$ cat config.mk
export PLATFORM = sky130hd
export DESIGN_NAME = dpram_stream_reader
export DESIGN_NICKNAME = d
export VERILOG_FILES = /design/src/rtl/dpram_stream_reader.sv
export SDC_FILE = /design/constraint.sdc
export NUM_CORES = 1
export LEC_CHECK = 0
export ABC_AREA = 1
export CAP_MARGIN = 20
export CORE_MARGIN = 2
export CORE_UTILIZATION = 40
export CTS_CLUSTER_DIAMETER = 40
export DETAILED_ROUTE_END_ITERATION = 7
export GPL_TIMING_DRIVEN = 0
export HOLD_SLACK_MARGIN = 0.03
export MAX_ROUTING_LAYER = met4
export PLACE_DENSITY_LB_ADDON = 0.12
export SYNTH_ARGS = -nofsm -noshare
export SYNTH_HDL_FRONTEND = slang
export SYNTH_SLANG_ARGS = --single-unit
$ cat constraint.sdc
create_clock -name clk -period 3 [get_ports clk]
set_input_delay 0.6 -clock clk [delete_from_list [all_inputs] [get_ports clk]]
set_output_delay 0.6 -clock clk [all_outputs]
set_load 0.02 [all_outputs]
$ cat src/rtl/dpram_stream_reader.sv
// Streams a block of words out of a latency-READ_LATENCY dual-port RAM read port
// onto a valid/ready stream; reads are only issued when buffer space is reserved.
module dpram_stream_reader #(
  parameter int unsigned ADDR_WIDTH   = 10,
  parameter int unsigned DATA_WIDTH   = 32,
  parameter int unsigned READ_LATENCY = 1,
  parameter int unsigned FIFO_DEPTH   = 4
) (
  input  logic                  clk,
  input  logic                  reset_n,
  input  logic                  start,
  input  logic [ADDR_WIDTH-1:0] base_addr,
  input  logic [ADDR_WIDTH:0]   length,
  output logic                  busy,
  output logic                  done,
  output logic [ADDR_WIDTH-1:0] address,
  output logic                  rden,
  input  logic [DATA_WIDTH-1:0] q,
  output logic [DATA_WIDTH-1:0] out_data,
  output logic                  out_valid,
  input  logic                  out_ready,
  output logic                  out_last
);

  localparam int unsigned LEN_W = ADDR_WIDTH + 1;
  localparam int unsigned PTR_W = $clog2(FIFO_DEPTH);
  localparam int unsigned CNT_W = PTR_W + 1;
  localparam int unsigned SUM_W = $clog2(FIFO_DEPTH + READ_LATENCY + 2) + 1;

  typedef enum logic [1:0] {
    S_IDLE  = 2'd0,
    S_READ  = 2'd1,
    S_DRAIN = 2'd2
  } state_t;

  state_t                  r_state;
  logic                    r_busy;
  logic                    r_done;
  logic                    r_rden;
  logic [ADDR_WIDTH-1:0]   r_address;
  logic [ADDR_WIDTH-1:0]   r_next_addr;
  logic [LEN_W-1:0]        r_len;
  logic [LEN_W-1:0]        r_issued;
  logic [LEN_W-1:0]        r_beats;

  logic [READ_LATENCY-1:0] r_vsr;
  logic [DATA_WIDTH-1:0]   r_mem [FIFO_DEPTH];
  logic [PTR_W-1:0]        r_wr_ptr;
  logic [PTR_W-1:0]        r_rd_ptr;
  logic [CNT_W-1:0]        r_count;
  logic [DATA_WIDTH-1:0]   r_out_data;
  logic                    r_out_valid;
  logic                    r_out_last;

  logic                    w_push;
  logic                    w_pop;
  logic                    w_room;
  logic                    w_last_next;
  logic [SUM_W-1:0]        w_inflight;
  logic [SUM_W-1:0]        w_occupancy;
  logic [CNT_W-1:0]        w_count_next;
  logic [PTR_W-1:0]        w_rd_ptr_next;
  logic [LEN_W-1:0]        w_beats_next;
  logic [DATA_WIDTH-1:0]   w_head_next;

  // Occupancy = buffered words + reads still in the RAM pipeline (including the
  // one on rden this cycle); a new read is granted only if it keeps that <= depth.
  always_comb begin
    w_push     = r_vsr[READ_LATENCY-1];
    w_pop      = r_out_valid && out_ready;
    w_inflight = SUM_W'(r_rden);
    for (int i = 0; i < int'(READ_LATENCY); i++) begin
      w_inflight = w_inflight + SUM_W'(r_vsr[i]);
    end
    w_occupancy   = SUM_W'(r_count) + w_inflight - SUM_W'(w_pop);
    w_room        = w_occupancy < SUM_W'(FIFO_DEPTH);
    w_count_next  = r_count + CNT_W'(w_push) - CNT_W'(w_pop);
    w_rd_ptr_next = r_rd_ptr + PTR_W'(w_pop);
    w_beats_next  = r_beats + LEN_W'(w_pop);
    // The next head is the word being written now when it lands at the new read pointer.
    w_head_next   = (w_push && (r_wr_ptr == w_rd_ptr_next)) ? q : r_mem[w_rd_ptr_next];
    w_last_next   = (w_count_next != '0) && (w_beats_next == (r_len - LEN_W'(1)));
  end

  always_ff @(posedge clk) begin
    if (w_push) begin
      r_mem[r_wr_ptr] <= q;
    end
  end

  // Return-valid pipeline, buffer pointers and the registered stream head.
  always_ff @(posedge clk or negedge reset_n) begin
    if (!reset_n) begin
      r_vsr       <= '0;
      r_wr_ptr    <= '0;
      r_rd_ptr    <= '0;
      r_count     <= '0;
      r_out_data  <= '0;
      r_out_valid <= 1'b0;
      r_out_last  <= 1'b0;
    end else begin
      r_vsr[0] <= r_rden;
      for (int i = 1; i < int'(READ_LATENCY); i++) begin
        r_vsr[i] <= r_vsr[i-1];
      end
      if (w_push) begin
        r_wr_ptr <= r_wr_ptr + PTR_W'(1);
      end
      r_rd_ptr    <= w_rd_ptr_next;
      r_count     <= w_count_next;
      r_out_valid <= (w_count_next != '0);
      r_out_last  <= w_last_next;
      if (w_count_next != '0) begin
        r_out_data <= w_head_next;
      end
    end
  end

  // Transfer control: latch the request, pace reads, close on the last beat.
  always_ff @(posedge clk or negedge reset_n) begin
    if (!reset_n) begin
      r_state     <= S_IDLE;
      r_busy      <= 1'b0;
      r_done      <= 1'b0;
      r_rden      <= 1'b0;
      r_address   <= '0;
      r_next_addr <= '0;
      r_len       <= '0;
      r_issued    <= '0;
      r_beats     <= '0;
    end else begin
      r_done  <= 1'b0;
      r_rden  <= 1'b0;
      r_beats <= w_beats_next;
      case (r_state)
        S_IDLE: begin
          if (start) begin
            if (length != '0) begin
              r_state     <= S_READ;
              r_busy      <= 1'b1;
              r_rden      <= 1'b1;
              r_address   <= base_addr;
              r_next_addr <= base_addr + ADDR_WIDTH'(1);
              r_len       <= length;
              r_issued    <= LEN_W'(1);
              r_beats     <= '0;
            end else begin
              r_done <= 1'b1;
            end
          end
        end
        S_READ: begin
          if (r_issued == r_len) begin
            r_state <= S_DRAIN;
          end else if (w_room) begin
            r_rden      <= 1'b1;
            r_address   <= r_next_addr;
            r_next_addr <= r_next_addr + ADDR_WIDTH'(1);
            r_issued    <= r_issued + LEN_W'(1);
          end
        end
        S_DRAIN: begin
          if (w_pop && r_out_last) begin
            r_state <= S_IDLE;
            r_busy  <= 1'b0;
            r_done  <= 1'b1;
          end
        end
        default: begin
          r_state <= S_IDLE;
        end
      endcase
    end
  end

  assign busy      = r_busy;
  assign done      = r_done;
  assign address   = r_address;
  assign rden      = r_rden;
  assign out_data  = r_out_data;
  assign out_valid = r_out_valid;
  assign out_last  = r_out_last;

endmodule

==> results of run 1 <==
[area by class of cell]
class                   count  area [um^2]  area share (%)
multi-input cells         623         3610            26.9
clock inverters            26          244            1.82
flip-flops and latches    228         6350            47.3
clock buffers              45         1070            8.00
repair buffers            105         1070            7.98
inverters                 102          385            2.87
plain buffers              43          269            2.01
well taps                 335          419            3.13
[worst max-delay path, stage by stage]
cell and delay, ns:
clkdlybuf4s50_1 0.57, nand2_2 0.13, inv_1 0.17, ha_1 0.32, buf_4 0.22, a21oi_1 0.18
nand3_2 0.25, clkbuf_1 0.34, o211ai_1 0.30, o21ai_0 0.12
[kinds of logic (layout without fill, tap and decap cells)]
logic type / count (synthesis) / after routing
simple gates: 392 / 392
fa+ha+maj: 14 / 14
flops: 228 / 228
xor+xnor: 25 / 25
mux: 64 / 64
buf+inv: 145 / 321
compound gates: 128 / 128
[state kept, by name, indices dropped and copies added (netlist names)]
signal       cells
address         10
rden             1
r_vsr            1
r_count          3
r_len           11
out_data        32
out_last         1
r_mem          128
r_next_addr     10
r_issued        11
r_beats         11
busy             1
r_state          2
done             1
out_valid        1
r_rd_ptr         2
r_wr_ptr         2
[what timing repair did]
| action | in CTS | in global routing |
|---|---|---|
| endpoints found under the setup margin | 27 | 28 |
| gates resized for setup | 5 | 7 |
| buffers inserted | 0 | 0 |
| hold endpoints to repair | 29 | 0 |
| hold buffers | 1 | 0 |
[metal layers]
metal	vias to the layer above	GRT usage, %	part of all wire [%]
li1	3685	-	-
met1	3629	23.9	46
met2	149	30.2	48
met3	40	3.40	4.1
met4	0	5.21	2.1
met5	-	-	0
[layout by cell type (no fill, tap or decap), types with 9 or more instances in the layout]
cell type        count
nand2_1            244
edfxtp_1           128
clkdlybuf4s50_1    102
dfrtp_1            100
inv_1               91
nand3_1             65
o211ai_1            64
clkbuf_16           42
o21ai_0             40
nor2_1              38
mux2i_1             32
mux2_2              32
buf_2               19
xor2_1              18
ha_1                13
nand2_2             11
inv_2               10
a21oi_1             10
o21ai_1             10
buf_6                9
clkbuf_1             9
[worst min-delay path by stage]
| stage | startpoint | end | depth (start not counted) |
|---|---|---|---|
| finish | rden$_DFF_PN0_ | r_vsr$_DFF_PN0_ | 0 |
| global route | rden$_DFF_PN0_ | r_vsr$_DFF_PN0_ | 0 |
| CTS | rden$_DFF_PN0_ | r_vsr$_DFF_PN0_ | 0 |
| detailed placement | rden$_DFF_PN0_ | r_vsr$_DFF_PN0_ | 0 |
| global placement | rden$_DFF_PN0_ | r_vsr$_DFF_PN0_ | 0 |
| floorplan | reset_n | address[0]$_DFFE_PN0P_ | 0 |
[where the power goes]
group          switching, mW  leakage, nW  internal [mW]
clock network           1.56        0.630           2.84
registers              0.470         2.41           4.27
logic                   4.18         2.68           2.78
==> flow_summary.yaml, run 1 <==
timing:
  hold_viol: 0
  setup-tns-final_ns: 0
  finalSetupViolCount: 0
  fin_crit_ns: 2.85
  fin_crit_sh_pct: 94.9
  tightest_slew_ns: 0.889
  drv_slew: 0
  final.setup.worst_slack_ns: 0.154
  rsz0062_at_grt: "no"
  relSlewSlack_pct: 40.6
  skew_ns: 0.0189
  fmax_mhz: 351
  holdWs_ns: 0.426
critical_path:
  crit_path_start_kind: "primary input"
  rr_endpoint: "out_data[17]$_DFFE_PN0P_"
  startpoint: "out_ready"
  crit_path_end: "out_data[17]$_DFFE_PN0P_"
  crit_path_end_kind: "flop"
  reg2reg_setup_slack_ns: 0.38
  reg2regPathDepth: 9
  worst-path-max-fanout: 10
  path_class: "in -> reg"
  critical_path_arrival_ns: 3.22
  critPathRequiredTime_ns: 3.37
  r2r_start: "out_valid$_DFF_PN0_"
logic_synthesis:
  ys_top_cells_by_count: "nand2_1, edfxtp_1, dfrtp_1"
  yosys.area_share.simple_pct: 16.1
  synth_adder_area_share_pct: 1.72
  synth_area_leaders: "edfxtp_1, dfrtp_1, nand2_1"
  mappedNetlistNets: 1067
  synth_top_family_by_area: "simple AND/OR/NAND/NOR gates"
  avgSynthCellArea_um2: 10.6
  syn_area_mm2: 0.0106
  synth-xor-area-share_pct: 2.07
  synth_edf_count: 128
  synthDominantCellAreaShare_pct: 36.3
  synthesis.instances: 996
  synth_warnings: 0
  synth.most_common_cell: "nand2_1"
  synthArstFlopShare_pct: 43.9
  synth.area.mux_share_pct: 6.43
  yosys.area.top_type: "edfxtp_1"
  synth_seq_cells: 228
  synth-seq-area-share_pct: 59.9
  synth_compound_area_share_pct: 7.70
  ys_types: 41
  dominantRegCellSynth: "edfxtp_1"
power:
  pwr_density_cell_mw_per_mm2: 1200
  p_total_mw: 16.1
  peakVddDrop_mv: 0.543
  leakage_nw: 5.72
detailed_routing:
  vias: 7503
  viasPerCell: 4.98
  postRouteAntennaNets: 0
  dr.pass1.iters: 5
  first_iter_violations: 418
  wl_per_cell_um: 16.4
  drc: 0
  drt-total-wl_mm: 24.7
finish:
  n_fill_cell: 2344
  drive_gt1_share_pct: 15.1
  fin_nets: 1213
  area_growth_syn_to_layout_pct: 26.6
  design_area_mm2: 0.0134
  utilization_pct: 51.5
  antennaDiodeCount: 0
  fin_cells: 1507
die:
  die_x_um: 167
  die_area_mm2: 0.0278
  core_area_mm2: 0.0261
  die_y_um: 167
  pin_count: 104
  num_rows: 59
  initial_utilization_pct: 40.6
clock_network:
  cts_tree: "built"
  htree_levels: 2
  cts-root-buf: "clkbuf_16"
  cts.clk_slew.worst_paths_ns: 0.05
  clock_latency_ns: 0.51
  cts_sinks: 228
  numCtsBuffers: 39
  cts_buffer_depth: 3
place:
  placed_cells_incl_taps: 1435
  placed_area_mm2: 0.0121
  pre_cts_ws_ns: -0.725
  port_buffers: 103
  dp_hpwl_mm: 15.8
  gp_congestion: 0.833
global_route:
  grt_usage_pct: 18.5
  antenna_found_initial: 0
  grt_overflow: 0
  grt_pass1_vias: 7606
  grt_pass1_wl_mm: 40.1
  grt_max_degree: 72
worst_hold_path:
  hp-class: "reg -> reg"
outcome:
  status: "completed"
flow_run:
  cap_violations: 0
Power figures use the tool's default switching activity.
==> inputs of run 2 (changes only) <==
Settings changed: CTS_CLUSTER_DIAMETER 40 to 80, SLEW_MARGIN from default to 20.
==> run 2 against run 1 <==
  * Total power decreased by 6.1%
  * Die area unchanged
  * Sequential share of layout area up 1.2 points
  * Worst hold slack better by 0.0098 ns
  * Critical endpoint unchanged
  * Largest power group unchanged
  * Clock power fell by 23%
  * Combinational power rose by 0.9%
  * Critical path type unchanged
  * Global-route usage is 0.13 points lower
==> flow_summary.yaml, run 2 (synthesized netlist as in run 1, its figures left out) <==
timing:
  setup-tns-final_ns: 0
  tightest_slew_ns: 0.608
  fin_crit_ns: 2.82
  drv_slew: 0
  hold_viol: 0
  skew_ns: 0.00892
  fmax_mhz: 355
  rsz0062_at_grt: "no"
  finalSetupViolCount: 0
  fin_crit_sh_pct: 94.0
  relSlewSlack_pct: 59.5
clock_network:
  numCtsBuffers: 27
  cts_tree: "built"
  clock_latency_ns: 0.54
  cts-root-buf: "clkbuf_16"
  cts.clk_slew.worst_paths_ns: 0.06
  htree_levels: 1
  cts_sinks: 228
  cts_buffer_depth: 3
die:
  die_y_um: 167
  die_x_um: 167
  num_rows: 59
  pin_count: 104
  initial_utilization_pct: 40.6
  core_area_mm2: 0.0261
  die_area_mm2: 0.0278
power:
  leakage_nw: 5.57
  power_switching_mw: 5.95
  clkPwrFrac_pct: 22.3
  p_int_mw: 9.17
  p_comb_share_pct: 46.4
  power.share.switching_pct: 39.4
  pwr_density_cell_mw_per_mm2: 1150
  seqPwrFrac_pct: 31.2
  peakVddDrop_mv: 0.523
detailed_routing:
  wl_per_cell_um: 16.5
  first_iter_violations: 465
  viasPerCell: 4.99
  vias: 7426
  drc: 0
  dr.pass1.iters: 5
  drt-total-wl_mm: 24.6
  postRouteAntennaNets: 0
critical_path:
  worst-path-max-fanout: 10
  reg2reg_setup_slack_ns: 0.38
  cp_num_buf_inv: 5
  critical_path_arrival_ns: 3.23
  crit_top_cell: "inv_1"
  cp.depth: 13
  cp_slowest_cell: "clkdlybuf4s50_1"
  critical-path-top-delay-family: "buffers and inverters"
  crit_chain: "clkdlybuf4s50_1 -> nand2_2 -> xnor2_1 -> ha_1 -> inv_1 -> fa_1 -> inv_1 -> nor2_1 -> nand3_1 -> buf_2 -> clkbuf_2 -> o211ai_1 -> o21ai_0"
  startpoint: "out_ready"
  cpPeakStageDelay_ns: 0.58
  critPathRequiredTime_ns: 3.41
  r2r_start: "out_valid$_DFF_PN0_"
  crit_path_end: "out_data[17]$_DFFE_PN0P_"
  rr_endpoint: "out_data[24]$_DFFE_PN0P_"
  reg2regPathDepth: 9
  path_class: "in -> reg"
  crit_path_start_kind: "primary input"
  crit_path_end_kind: "flop"
finish:
  regMostFlops: "r_mem"
  largest_register_ffs: 128
  fin_cells: 1489
  fin_nets: 1205
  final_cell_mix: "nand2_1, edfxtp_1, clkdlybuf4s50_1, dfrtp_1, inv_1"
  antennaDiodeCount: 0
  utilization_pct: 50.2
  design_area_mm2: 0.0131
  final_common_cell: "nand2_1"
  drive_gt1_share_pct: 13.0
  area_growth_syn_to_layout_pct: 23.6
place:
  dp_hpwl_mm: 16.1
  placed_cells_incl_taps: 1439
  placed_area_mm2: 0.0122
  gp_congestion: 0.833
  port_buffers: 103
global_route:
  grt_usage_pct: 18.4
  antenna_found_initial: 0
  grt_pass1_vias: 7395
  grt_max_degree: 72
  grt_pass1_wl_mm: 39.9
  grt_overflow: 0
worst_hold_path:
  holdPathStages: 0
  hp-class: "reg -> reg"
flow_run:
  cap_violations: 0
outcome:
  status: "completed"
==> run 2: how the worst min path moves through the flow <==
stage,end,startpoint,slack [ns]
after floorplan,address[0]$_DFFE_PN0P_,reset_n,0.30
after global placement,r_vsr$_DFF_PN0_,rden$_DFF_PN0_,0.45
after detailed placement,r_vsr$_DFF_PN0_,rden$_DFF_PN0_,0.45
after CTS,r_vsr$_DFF_PN0_,rden$_DFF_PN0_,0.46
after global routing,r_vsr$_DFF_PN0_,rden$_DFF_PN0_,0.48
final,r_vsr$_DFF_PN0_,rden$_DFF_PN0_,0.44
==> run 2: metrics by stage <==
step / power (mW) / worst slack [ns] / hold slack [ns]
after floorplan: 9.53 / 0.599 / 0.304
after global placement: 11.7 / -3.06 / 0.449
after detailed placement: 11.9 / -0.694 / 0.447
after CTS: 15.4 / 0.00146 / 0.461
after global routing: 16.3 / 0.0227 / 0.475
final: 15.1 / 0.181 / 0.436
==> run 2: layer usage <==
metal / GRT usage, % / part of all wire (%) / vias up
met5: - / 0 / -
met4: 3.56 / 1.6 / 0
met3: 2.83 / 3.8 / 28
met2: 30.4 / 49 / 128
met1: 24.4 / 46 / 3612
li1: - / - / 3658
==> run 2: worst reg2reg max path, stage by stage, from the launching register on <==
cell	delay, ns
dfrtp_1	0.43
nand2_2	0.16
inv_1	0.12
ha_1	0.37
buf_4	0.23
a21oi_1	0.20
nand3_2	0.24
clkbuf_1	0.34
o211ai_1	0.30
o21ai_1	0.11
==> run 2: what timing repair did <==
action                     in CTS  in global routing
setup endpoints to repair      27                 26
hold buffers                    1                  0
hold endpoints to repair       29                  0
cloned                          0                  0
setup buffers                   0                  0
pin swaps                       0                  0
gates resized for setup         4                  4
==> run 2: final cells by class <==
type                       count  area (um^2)
clock buffer                  37          713
timing repair buffer         109         1160
clock inverter                12          200
sequential                   228         6350
tap                          335          419
multi-input combinational    623         3610
fill                        2417        13000
inverter                     102          385
buffer                        43          264
==> run 2: power by group through the flow <==
stage	Sequential (mW)	Combinational [mW]	Clock [mW]
after floorplan	5.03	4.50	0
after global placement	4.79	6.96	0
after detailed placement	4.79	7.08	0
after CTS	4.73	7.15	3.46
after global routing	4.84	7.85	3.60
final	4.72	7.02	3.38
